[config.mk]
export PLATFORM = sky130hd
export DESIGN_NAME = mem_io_bus
export DESIGN_NICKNAME = d
export VERILOG_FILES = /design/src/rtl/mem_io_bus.sv
export SDC_FILE = /design/constraint.sdc
export NUM_CORES = 1
export LEC_CHECK = 0
export BUFFER_PORTS_ARGS = -buffer_cell sky130_fd_sc_hd__buf_2
export CAP_MARGIN = 15
export CELL_PAD_IN_SITES_DETAIL_PLACEMENT = 1
export CELL_PAD_IN_SITES_GLOBAL_PLACEMENT = 2
export CORE_AREA = 10 10 153 155
export CTS_CLUSTER_DIAMETER = 60
export DETAILED_ROUTE_END_ITERATION = 8
export DIE_AREA = 0 0 163 165
export PLACE_DENSITY = 0.8
export SLEW_MARGIN = 20
export SYNTH_ARGS = -nofsm -noshare
export SYNTH_HDL_FRONTEND = slang
export SYNTH_SLANG_ARGS = --single-unit
[constraint.sdc]
create_clock -name clk -period 2.98 [get_ports clk]
set_clock_uncertainty 0.15 [all_clocks]
set_input_delay 0.596 -clock clk [delete_from_list [all_inputs] [get_ports clk]]
set_output_delay 0.596 -clock clk [all_outputs]
set_load 0.005 [all_outputs]
[src/rtl/mem_io_bus.sv]
// mem_io_bus -- data-side address decoder and peripheral block behind the
// CPU MEM stage. Word accesses are routed either to the external data RAM
// (low window) or to on-block I/O registers (LED, switches, compare timer).
// Read data is returned combinationally in the same cycle.
//
// Ports:
//   clk        CPU clock, all state on rising edge
//   rst        asynchronous active-low reset
//   Addr_out   byte address from EX/MEM (bits [1:0] ignored)
//   Data_out   store data
//   MemRW_Mem  1 = write, 0 = read / idle
//   Data_in    combinational read data back to the CPU
//   ram_addr   RAM word address
//   ram_din    RAM write data
//   ram_we     RAM write enable (decode only, not gated by reset)
//   ram_dout   RAM combinational read data
//   sw         raw board switches (asynchronous)
//   led        LED register
//   timer_irq  timer match flag (level)

// Two-flop synchroniser for one switch bit.
module mem_io_sync_bit (
  input  logic clk,
  input  logic rst,
  input  logic d,
  output logic q
);
  logic [1:0] stg;

  always_ff @(posedge clk or negedge rst) begin
    if (!rst) stg <= '0;
    else      stg <= {stg[0], d};
  end

  assign q = stg[1];
endmodule

module mem_io_bus #(
  parameter int RAM_AW = 10,
  parameter int SW_W   = 16
) (
  input  logic              clk,
  input  logic              rst,
  input  logic [31:0]       Addr_out,
  input  logic [31:0]       Data_out,
  input  logic              MemRW_Mem,
  output logic [31:0]       Data_in,
  output logic [RAM_AW-1:0] ram_addr,
  output logic [31:0]       ram_din,
  output logic              ram_we,
  input  logic [31:0]       ram_dout,
  input  logic [SW_W-1:0]   sw,
  output logic [SW_W-1:0]   led,
  output logic              timer_irq
);
  localparam logic [23:0] IO_BASE  = 24'hF00000;
  localparam logic [5:0]  OFF_LED  = 6'h00;
  localparam logic [5:0]  OFF_SW   = 6'h01;
  localparam logic [5:0]  OFF_CNT  = 6'h02;
  localparam logic [5:0]  OFF_CMP  = 6'h03;
  localparam logic [5:0]  OFF_CTRL = 6'h04;

  typedef struct packed {
    logic        ram;
    logic        io;
    logic [5:0]  off;
    logic        wr;
    logic [31:0] wdata;
  } bus_req_t;

  bus_req_t         req;
  logic [SW_W-1:0]  sw_sync;
  logic [31:0]      cnt, cmp, io_rdata;
  logic             en, reload, flag, match;
  logic             wr_led, wr_cnt, wr_cmp, wr_ctrl;
  logic             unused_addr;

  // ---------------------------------------------------------------- decode
  always_comb begin
    req.ram   = (Addr_out[31:RAM_AW+2] == '0);
    req.io    = (Addr_out[31:8] == IO_BASE);
    req.off   = Addr_out[7:2];
    req.wr    = MemRW_Mem;
    req.wdata = Data_out;
  end

  // Byte lane bits carry no meaning on a word-only bus.
  assign unused_addr = ^Addr_out[1:0];

  assign ram_addr = Addr_out[RAM_AW+1:2];
  assign ram_din  = Data_out;
  assign ram_we   = req.wr & req.ram;

  assign wr_led  = req.wr & req.io & (req.off == OFF_LED);
  assign wr_cnt  = req.wr & req.io & (req.off == OFF_CNT);
  assign wr_cmp  = req.wr & req.io & (req.off == OFF_CMP);
  assign wr_ctrl = req.wr & req.io & (req.off == OFF_CTRL);

  // ------------------------------------------------------------ read mux
  // Shows pre-write register state; writes appear the following cycle.
  always_comb begin
    io_rdata = '0;
    case (req.off)
      OFF_LED:  io_rdata[SW_W-1:0] = led;
      OFF_SW:   io_rdata[SW_W-1:0] = sw_sync;
      OFF_CNT:  io_rdata           = cnt;
      OFF_CMP:  io_rdata           = cmp;
      OFF_CTRL: io_rdata[2:0]      = {flag, reload, en};
      default:  io_rdata           = '0;
    endcase
    Data_in = '0;
    if (req.ram)     Data_in = ram_dout;
    else if (req.io) Data_in = io_rdata;
  end

  // ------------------------------------------------------ switch synchroniser
  for (genvar i = 0; i < SW_W; i++) begin : g_sync
    mem_io_sync_bit u_sync (
      .clk (clk),
      .rst (rst),
      .d   (sw[i]),
      .q   (sw_sync[i])
    );
  end

  // ------------------------------------------------------------- LED
  always_ff @(posedge clk or negedge rst) begin
    if (!rst)        led <= '0;
    else if (wr_led) led <= req.wdata[SW_W-1:0];
  end

  // ------------------------------------------------------------- timer
  // Match uses the EN and CMP values from before this edge's writes.
  assign match = en & (cnt == cmp);

  always_ff @(posedge clk or negedge rst) begin
    if (!rst) begin
      en     <= 1'b0;
      reload <= 1'b0;
      cmp    <= '1;
    end else begin
      if (wr_ctrl) begin
        en     <= req.wdata[0];
        reload <= req.wdata[1];
      end
      if (wr_cmp) cmp <= req.wdata;
    end
  end

  // A CPU write to CNT beats both reload and increment.
  always_ff @(posedge clk or negedge rst) begin
    if (!rst)                 cnt <= '0;
    else if (wr_cnt)          cnt <= req.wdata;
    else if (match && reload) cnt <= '0;
    else if (en)              cnt <= cnt + 32'd1;
  end

  // Set on match wins over a simultaneous write-1-to-clear.
  always_ff @(posedge clk or negedge rst) begin
    if (!rst)                            flag <= 1'b0;
    else if (match)                      flag <= 1'b1;
    else if (wr_ctrl && req.wdata[2])    flag <= 1'b0;
  end

  assign timer_irq = flag;
endmodule

==> impl_metrics.toml, run 1 <==
[placement]
dpl_worst_slack_ns = 0.100
portBuffers = 204
dpl_cell_area_sq_um = 7550
dp_hpwl_um = 16300
gp_congestion = 0.817

[logic_synthesis]
synth-seq-area-share = 0.453
synth_fp_nets = 690
netlist_area_sq_um = 6440
netlist_instances = 574
synth-edff-count = 0
synth_ff_type = "dfrtp_1"
yosysUniqueCellTypes = 46
syn_area_per_cell_sq_um = 11.2
ys_seq_elements = 115
yosysWarningCount = 0
ys_async_sr_fraction = 1.00

[worst_setup_path]
critPathMostFrequentCell = "buf_2"
cp_max_fo = 17
critPathMaxStageDelay_ns = 0.56
crit_type = "in2out"
critPathLaunchType = "primary input"
cp_data_arrival_time_ns = 2.08
end_kind = "primary output"
cp.required_ns = 2.23
crit_slowest_cell = "or4_4"
critPathBufInv = 3
critical_path.top_delay_family = "simple AND/OR/NAND/NOR gates"
cp_cell_sequence = "buf_2, or4_4, nor3_4, buf_12, a22oi_1, o21ai_0, buf_2"

[timing]
worst_pin_slew_ns = 0.705
rsz0062_at_grt = "no"
slew_violations = 0
period_share = 0.949
setup_viol_count_final = 0
setup_ws_ns = 0.152
timing.fmax_ghz = 0.354
hold_violations = 0
slew-limit-headroom = 0.527
period_needed_ns = 2.83
fin_tns_setup_ns = 0

[drt]
drc_errors = 0
vias = 5216
postRouteAntennaNets = 0
drtIter0Drc = 228
drt_pass1_iterations = 4
via_per_inst = 5.10
wl_per_cell_um = 21.2
finalWirelength_um = 21600

[cells_and_area]
fin_area_sq_um = 8170
area_growth_pct = 27.0
nNetsFinal = 855
drive_gt1_frac = 0.438
diodes = 0

[grt]
overflow = 0
grt_max_degree = 56
antenna_found_initial = 1
grt_pass1_vias = 6077
grt_util_all_layers = 0.164
grt_pass1_wl_um = 34100

[die]
die_h_um = 165
die-area_sq_um = 26900
core_sq_um = 20200
core.rowCount = 52
die_x_um = 163
initial_core_util = 0.319
pin_count = 207

[clocking]
cts_tree = "done"
cts-root-buf = "clkbuf_16"
clockBufferDepth = 2
clk_pin_slew_worst_paths_ns = 0.06
cts.sinks = 115
numCtsBuffers = 17
htree_num_levels = 4
hold_buffers = 0
clk_latency_ns = 0.42

[pwr]
ir_drop_uv = 486
p_seq_frac = 0.404
switching_power_mw = 0.822
power.density_nw_per_um2 = 482
switching_share = 0.209
power.internal_mw = 3.12
p_clk_frac = 0.535
leakage_nw = 3.64
pwr-share-comb = 0.061

[min_path]
min_path_type = "in2async"

[flow_run]
drv_cap = 0

[outcome]
outcome = "finished, final reports clean"
==> power groups by stage <==
stage | registers, mW | logic [mW] | clock network [mW]
6_report | 1.59 | 0.239 | 2.11
5_1_grt | 1.59 | 0.265 | 2.23
4_1_cts | 1.59 | 0.245 | 2.16
3_5_place_dp | 1.62 | 0.243 | 0
3_3_place_gp | 1.62 | 0.236 | 0
2_1_floorplan | 1.62 | 0.0967 | 0
==> layout make-up <==
type / instances / area [sq um]
Fill cell: 2294 / 12000
Tap cell: 270 / 338
Inverter: 6 / 22.5
Multi-Input combinational cell: 376 / 3000
Sequential cell: 115 / 2920
Clock inverter: 5 / 100
Clock buffer: 27 / 513
Timing Repair Buffer: 223 / 1280
==> layout by cell type, fill, tap and decap left out, drive strengths merged, types with 2 or more instances in the layout <==
| cell type | synthesis | layout |
|---|---|---|
| a222oi | 4 | 4 |
| a22oi | 16 | 16 |
| a32o | 13 | 13 |
| and2 | 2 | 2 |
| and3 | 10 | 10 |
| and4 | 3 | 3 |
| buf | 67 | 223 |
| bufinv | 0 | 3 |
| clkbuf | 10 | 27 |
| clkinv | 0 | 2 |
| dfrtp | 83 | 83 |
| dfstp | 32 | 32 |
| inv | 6 | 6 |
| mux2 | 50 | 50 |
| mux2i | 4 | 4 |
| mux4 | 13 | 13 |
| nand2 | 72 | 72 |
| nand3 | 11 | 11 |
| nand4 | 17 | 17 |
| nand4b | 4 | 4 |
| nor2 | 8 | 8 |
| nor3 | 8 | 8 |
| nor4 | 16 | 16 |
| o21ai | 23 | 23 |
| o31ai | 32 | 32 |
| xnor2 | 12 | 12 |
| xor2 | 48 | 48 |
==> worst register-to-register path: stages, from the launching register on <==
cell,delay (ns)
dfstp_2,0.55
xor2_1,0.12
nor4_1,0.62
nand4_1,0.32
nor4_4,0.34
buf_4,0.36
o31ai_1,0.15
==> kinds of logic (layout without fill, tap and decap cells) <==
| family | Yosys count | count (layout) | synth area share |
|---|---|---|---|
| AO/OA/AOI/OAI | 91 | 91 | 0.105 |
| multiplexers | 67 | 67 | 0.139 |
| XOR/XNOR | 60 | 60 | 0.0816 |
| AND/OR/NAND/NOR | 157 | 157 | 0.137 |
| buffers and inverters | 83 | 261 | 0.0820 |
| adder cells (fa/ha/maj) | 1 | 1 | 0.00194 |
| flip-flops | 115 | 115 | 0.453 |
==> stage by stage <==
stage | std cells | power (mW) | hold slack [ns] | util
6_report | 1022 | 3.94 | 0.0273 | 0.405
4_1_cts | 1022 | 4.00 | 0.0459 | 0.405
2_1_floorplan | 574 | 1.71 | 0.150 | -
5_1_grt | 1022 | 4.09 | 0.0524 | 0.405
3_3_place_gp | 990 | 1.85 | 0.184 | 0.374
3_5_place_dp | 990 | 1.86 | 0.186 | 0.374
==> registers in the layout, indices dropped and copies added, names as in the netlist <==
register and cells:
reload 1, timer_irq 1, cmp 32, en 1, g_sync.u_sync.stg 32, cnt 32, led 16
==> layer usage <==
metal  routed length [um]  up-vias  GRT usage
met5                   13        -          0
met4                  427        2     0.0553
met3                 1250       38     0.0510
met2                11200      147      0.287
met1                 8760     2645      0.185
li1                     -     2384          -
==> Yosys cell counts (12+ instances only) <==
cell / number / share of area
o31ai_1: 32 / 0.037
nand4_1: 16 / 0.016
nand2_1: 71 / 0.041
o21ai_0: 23 / 0.018
a32o_1: 13 / 0.020
dfrtp_1: 83 / 0.32
xnor2_1: 12 / 0.016
buf_2: 17 / 0.013
dfstp_2: 32 / 0.13
a22oi_1: 16 / 0.019
xor2_1: 48 / 0.065
nor4_1: 12 / 0.012
mux2_2: 20 / 0.035
mux2_1: 30 / 0.052
buf_4: 46 / 0.054
mux4_2: 13 / 0.045
==> final timing paths <==
path	startpoint	endpoint	slack (ns)	depth (start not counted)
worst min-delay path	rst	led[12]	0.03	1
worst max-delay path	Addr_out[5]	Data_in[18]	0.15	7
max in group asynchronous	rst	cmp[20]	1.84	2
min in group clk	sw[12]	g_sync[12].u_sync.stg[0]	0.12	1
worst max register to register	cmp[3]	cnt[16]	0.23	6
worst min register to register	g_sync[10].u_sync.stg[0]	g_sync[10].u_sync.stg[1]	0.20	0
==> timing repair <==
action,CTS,global route
setup buffers,0,0
endpoints found under the setup margin,0,7
hold endpoints to repair,0,0
gates resized for setup,0,3
No activity file was read; power rests on OpenSTA's default activity.
==> run 2, diff against run 1 <==
Settings changed: BUFFER_PORTS_ARGS -buffer_cell sky130_fd_sc_hd__buf_2 to default, CORE_AREA 10 10 153 155 to 10 10 138 140, DIE_AREA 0 0 163 165 to 0 0 148 150, DONT_BUFFER_PORTS from default to 1.
==> run 2 against run 1 <==
  * The flow now finishes with violations (hold timing)
  * Sequential share of layout area up 5.5 points
  * Global-route usage up 1.4 points
  * Register-to-register slack worse by 0.02 ns
  * Sequential power about the same
  * Power down 5.9%
  * Cell count down 24%
  * Die area down 17%
==> impl_metrics.toml, run 2 (synthesis results as in run 1) <==
[outcome]
outcome = "finished with violations"
failed_checks = "hold timing"

[die]
core.rowCount = 47
pin_count = 207
die-area_sq_um = 22200
die_x_um = 148
initial_core_util = 0.394
core_sq_um = 16300
die_h_um = 150

[grt]
grt_util_all_layers = 0.178
grt_pass1_wl_um = 30200
antenna_found_initial = 0
overflow = 0
grt_max_degree = 116
grt_pass1_vias = 5239

[worst_setup_path]
reg2reg_slack_ns = 0.21
cp_max_fo = 24
crit_slowest_cell = "nor4_1"
cp-startpoint = "cnt[3]"
cp.required_ns = 3.11
end_kind = "register"
critPathLaunchType = "register"
cp_cell_sequence = "xor2_1, nor4_1, nand4_1, nor4_4, buf_4, o31ai_1"
critPathBufInv = 1
cp_data_arrival_time_ns = 2.90
crit_type = "reg2reg"
ff2ff_path_depth = 6
critical_path.top_delay_family = "simple AND/OR/NAND/NOR gates"
critPathMaxStageDelay_ns = 0.58
r2r-start = "cnt[3]"
r2r-end = "cnt[13]"

[clocking]
cts_tree = "done"
cts-root-buf = "clkbuf_16"
clk_latency_ns = 0.42
htree_num_levels = 4
clk_pin_slew_worst_paths_ns = 0.05
cts.sinks = 115
numCtsBuffers = 17
clockBufferDepth = 2
post_cts_buffers = 0
cts_resized = 0

[placement]
dp_hpwl_um = 13900
dpl_cell_area_sq_um = 6490
portBuffers = 0
dpl_worst_slack_ns = 0.235
gp_congestion = 0.833

[cells_and_area]
final_cell_mix = "83 x dfrtp_1, 71 x nand2_1, 48 x xor2_1"
nNetsFinal = 665
fin_area_sq_um = 7090
area_growth_pct = 10.1
mostFrequentLayoutCell = "dfrtp_1"
reg.largest.list = "cmp x32, cnt x32, g_sync.u_sync.stg x32"
diodes = 0
drive_gt1_frac = 0.248

[drt]
drc_errors = 0
drt_pass1_iterations = 5
finalWirelength_um = 19600
via_per_inst = 5.87
vias = 4586
drtIter0Drc = 232
postRouteAntennaNets = 0
wl_per_cell_um = 25.1

[timing]
hold_violations = 115
timing.fmax_ghz = 0.361
worst_hold_slack_ns = -0.261
period_needed_ns = 2.77
slew_violations = 0
fin_tns_setup_ns = 0
worst_pin_slew_ns = 0.776
setup_viol_count_final = 0
slew-limit-headroom = 0.478
period_share = 0.929
rsz0062_at_grt = "no"
setup_ws_ns = 0.213

[flow_run]
drv_cap = 0

[pwr]
power.density_nw_per_um2 = 524
leakage_nw = 2.79
ir_drop_uv = 364

[min_path]
min_path_type = "in2async"
==> run 2: changes by cell type in the layout (fill, tap and decap cells not counted), moves of 2 or more <==
cell	delta
buf_12	-6
clkbuf_1	-2
buf_2	-203
clkbuf_8	-3
clkinv_4	+2
buf_4	+19
==> run 2: through the flow <==
stage,utilization,instances,total power [mW]
floorplan,-,574,1.71
global placement,0.397,750,1.67
detailed placement,0.397,750,1.67
CTS,0.433,781,3.76
global route,0.433,781,3.84
finish,0.433,781,3.71
==> run 2: how the worst max path moves through the flow <==
stage	to	slack [ns]	cells after the start
after floorplan	Data_in[23]	0.34	6
after global placement	Data_in[18]	0.31	6
after detailed placement	Data_in[1]	0.24	7
after CTS	Data_in[1]	0.23	7
after global routing	cnt[24]	0.1	6
final	cnt[13]	0.21	6
==> run 2: metal layers <==
metal  wire length (um)  vias up  track usage
li1                   -     2009            -
met1               7770     2383        0.203
met2               9980      172        0.300
met3               1560       22       0.0688
met4                319        0       0.0595
met5                  0        -            0
==> run 2: final cells by class <==
class / count / area (sq um)
tap: 220 / 275
clock inverter: 9 / 130
fill: 1822 / 9260
multi-input combinational: 376 / 2990
sequential: 115 / 2920
inverter: 6 / 22.5
clock buffer: 22 / 464
timing repair buffer: 33 / 285
==> run 2: worst register-to-register path: stages, from the launching register on <==
cell,delay [ns]
dfrtp_1,0.46
xor2_1,0.22
nor4_1,0.59
nand4_1,0.35
nor4_4,0.36
buf_4,0.36
o31ai_1,0.15
==> run 2: where the power goes <==
group	total (mW)	switching (mW)	internal [mW]
registers	1.59	0.00605	1.59
logic	0.0531	0.0208	0.0324
clock network	2.06	0.713	1.35
==> run 3, diff against run 2 <==
Settings changed: CORE_AREA 10 10 138 140 to 10 10 147 149, DIE_AREA 0 0 148 150 to 0 0 157 159, PLACE_DENSITY 0.8 to 0.71.
==> run 3 against run 2 <==
  * The flow still finishes with violations (hold timing)
  * Critical path type is now in2out
  * Critical endpoint is now Data_in[18]
  * Sequential power is essentially flat
  * Register-to-register slack gained 0.27 ns
  * Sequential share of layout area shrank 0.55 points
  * Worst hold slack lost 0.0056 ns
  * Clock power grew 6%
  * Combinational power grew 0.9%
  * Power grew 3.2%
  * Highest routed layer unchanged
  * Maximum frequency grew 2.2%
  * Clock-buffer cell count is the same
==> impl_metrics.toml, run 3 (synthesis results as in run 1) <==
[timing]
worst_pin_slew_ns = 0.743
fin_tns_setup_ns = 0
worst_hold_slack_ns = -0.267
slew_violations = 0
hold_violations = 108
period_needed_ns = 2.71
slew-limit-headroom = 0.501
rsz0062_at_grt = "no"
period_share = 0.908
timing.fmax_ghz = 0.369
setup_viol_count_final = 0

[die]
core.rowCount = 50
die_x_um = 157
die_h_um = 159
core_sq_um = 18600
pin_count = 207
die-area_sq_um = 25000
initial_core_util = 0.346

[grt]
overflow = 0
antenna_found_initial = 0
grt_pass1_wl_um = 30700
grt_max_degree = 116
grt_util_all_layers = 0.160
grt_pass1_vias = 5077

[drt]
drtIter0Drc = 229
vias = 4518
drt_pass1_iterations = 4
postRouteAntennaNets = 0
drc_errors = 0
wl_per_cell_um = 24.8
finalWirelength_um = 19800
via_per_inst = 5.65

[placement]
gp_congestion = 0.782
place_inst = 767
dp_hpwl_um = 14100
portBuffers = 0

[cells_and_area]
reg.largest.list = "cmp x32, cnt x32, g_sync.u_sync.stg x32"
diodes = 0
drive_gt1_frac = 0.257
area_growth_pct = 11.6
nNetsFinal = 668
final_cell_mix = "83 x dfrtp_1, 71 x nand2_1, 48 x xor2_1"
instances_no_fill = 799
mostFrequentLayoutCell = "dfrtp_1"

[clocking]
clk_pin_slew_worst_paths_ns = 0.05
clk_latency_ns = 0.42
htree_num_levels = 4
cts_resized = 0
cts-root-buf = "clkbuf_16"
post_cts_buffers = 0
numCtsBuffers = 17
cts_tree = "done"
clockBufferDepth = 2
cts.sinks = 115

[flow_run]
drv_cap = 0

[pwr]
power.density_nw_per_um2 = 533
ir_drop_uv = 371
leakage_nw = 2.83

[worst_setup_path]
cp_data_arrival_time_ns = 1.96
crit_type = "in2out"
end_kind = "primary output"
critPathLaunchType = "primary input"
cp_max_fo = 17
cp.required_ns = 2.23

[min_path]
min_path_type = "in2async"

[outcome]
outcome = "finished with violations"
failed_checks = "hold timing"
-- run 3: cell count changes in the layout (fill, tap and decap cells not counted) --
| cell | before | now |
|---|---|---|
| clkbuf_8 | 2 | 4 |
| clkinv_4 | 2 | 0 |
| bufinv_16 | 3 | 4 |
| buf_12 | 3 | 4 |
| clkinv_2 | 3 | 5 |
| buf_4 | 30 | 32 |
| clkbuf_1 | 3 | 1 |
-- run 3: per-stage QoR --
step / utilization / hold slack, ns / instance area [sq um] / setup WS, ns / power [mW]
global route: 0.386 / -0.293 / 7180 / 0.0741 / 3.96
finish: 0.386 / -0.267 / 7180 / 0.273 / 3.83
detailed placement: 0.352 / 0.163 / 6540 / 0.263 / 1.67
floorplan: - / 0.150 / 6440 / 0.336 / 1.71
global placement: 0.352 / 0.163 / 6540 / 0.294 / 1.67
CTS: 0.386 / -0.282 / 7180 / 0.253 / 3.87
-- run 3: worst max-delay path, stage by stage --
cell and delay [ns]:
or4_4 0.54, nor3_4 0.16, buf_12 0.18, a22oi_1 0.12, o21ai_0 0.21, buf_4 0.15
-- run 3: layout make-up --
type	count	area, sq um
Inverter	6	22.5
Sequential cell	115	2920
Timing Repair Buffer	36	320
Tap cell	234	293
Clock inverter	10	153
Fill cell	2011	11400
Clock buffer	22	484
Multi-Input combinational cell	376	2990
-- run 3: report_power, final --
group	switching [mW]	total, mW	internal [mW]	leakage (nW)
clock network	0.702	2.18	1.48	0.316
registers	0.00565	1.59	1.59	1.25
logic	0.0211	0.0536	0.0325	1.27
-- run 3: routing by layer --
metal / GRT usage / routed length (um) / vias to the layer above
met3: 0.0596 / 1670 / 20
met1: 0.188 / 7940 / 2313
li1: - / - / 2017
met4: 0.0369 / 197 / 0
met5: 0 / 0 / -
met2: 0.269 / 9970 / 168
-- run 3: path summary, 6_finish.rpt --
kind                                              start                       to  slack (ns)  cells past startpoint
worst max-delay path                        Addr_out[5]              Data_in[18]        0.27                      6
worst max register to register                   cnt[3]                  cnt[15]        0.48                      6
max in group asynchronous                           rst                  cmp[15]        2.64                      0
worst min register to register  g_sync[7].u_sync.stg[0]  g_sync[7].u_sync.stg[1]        0.19                      0
worst min-delay path                                rst                  cnt[31]       -0.27                      0
min in group clk                                  sw[9]  g_sync[9].u_sync.stg[0]        0.05                      0
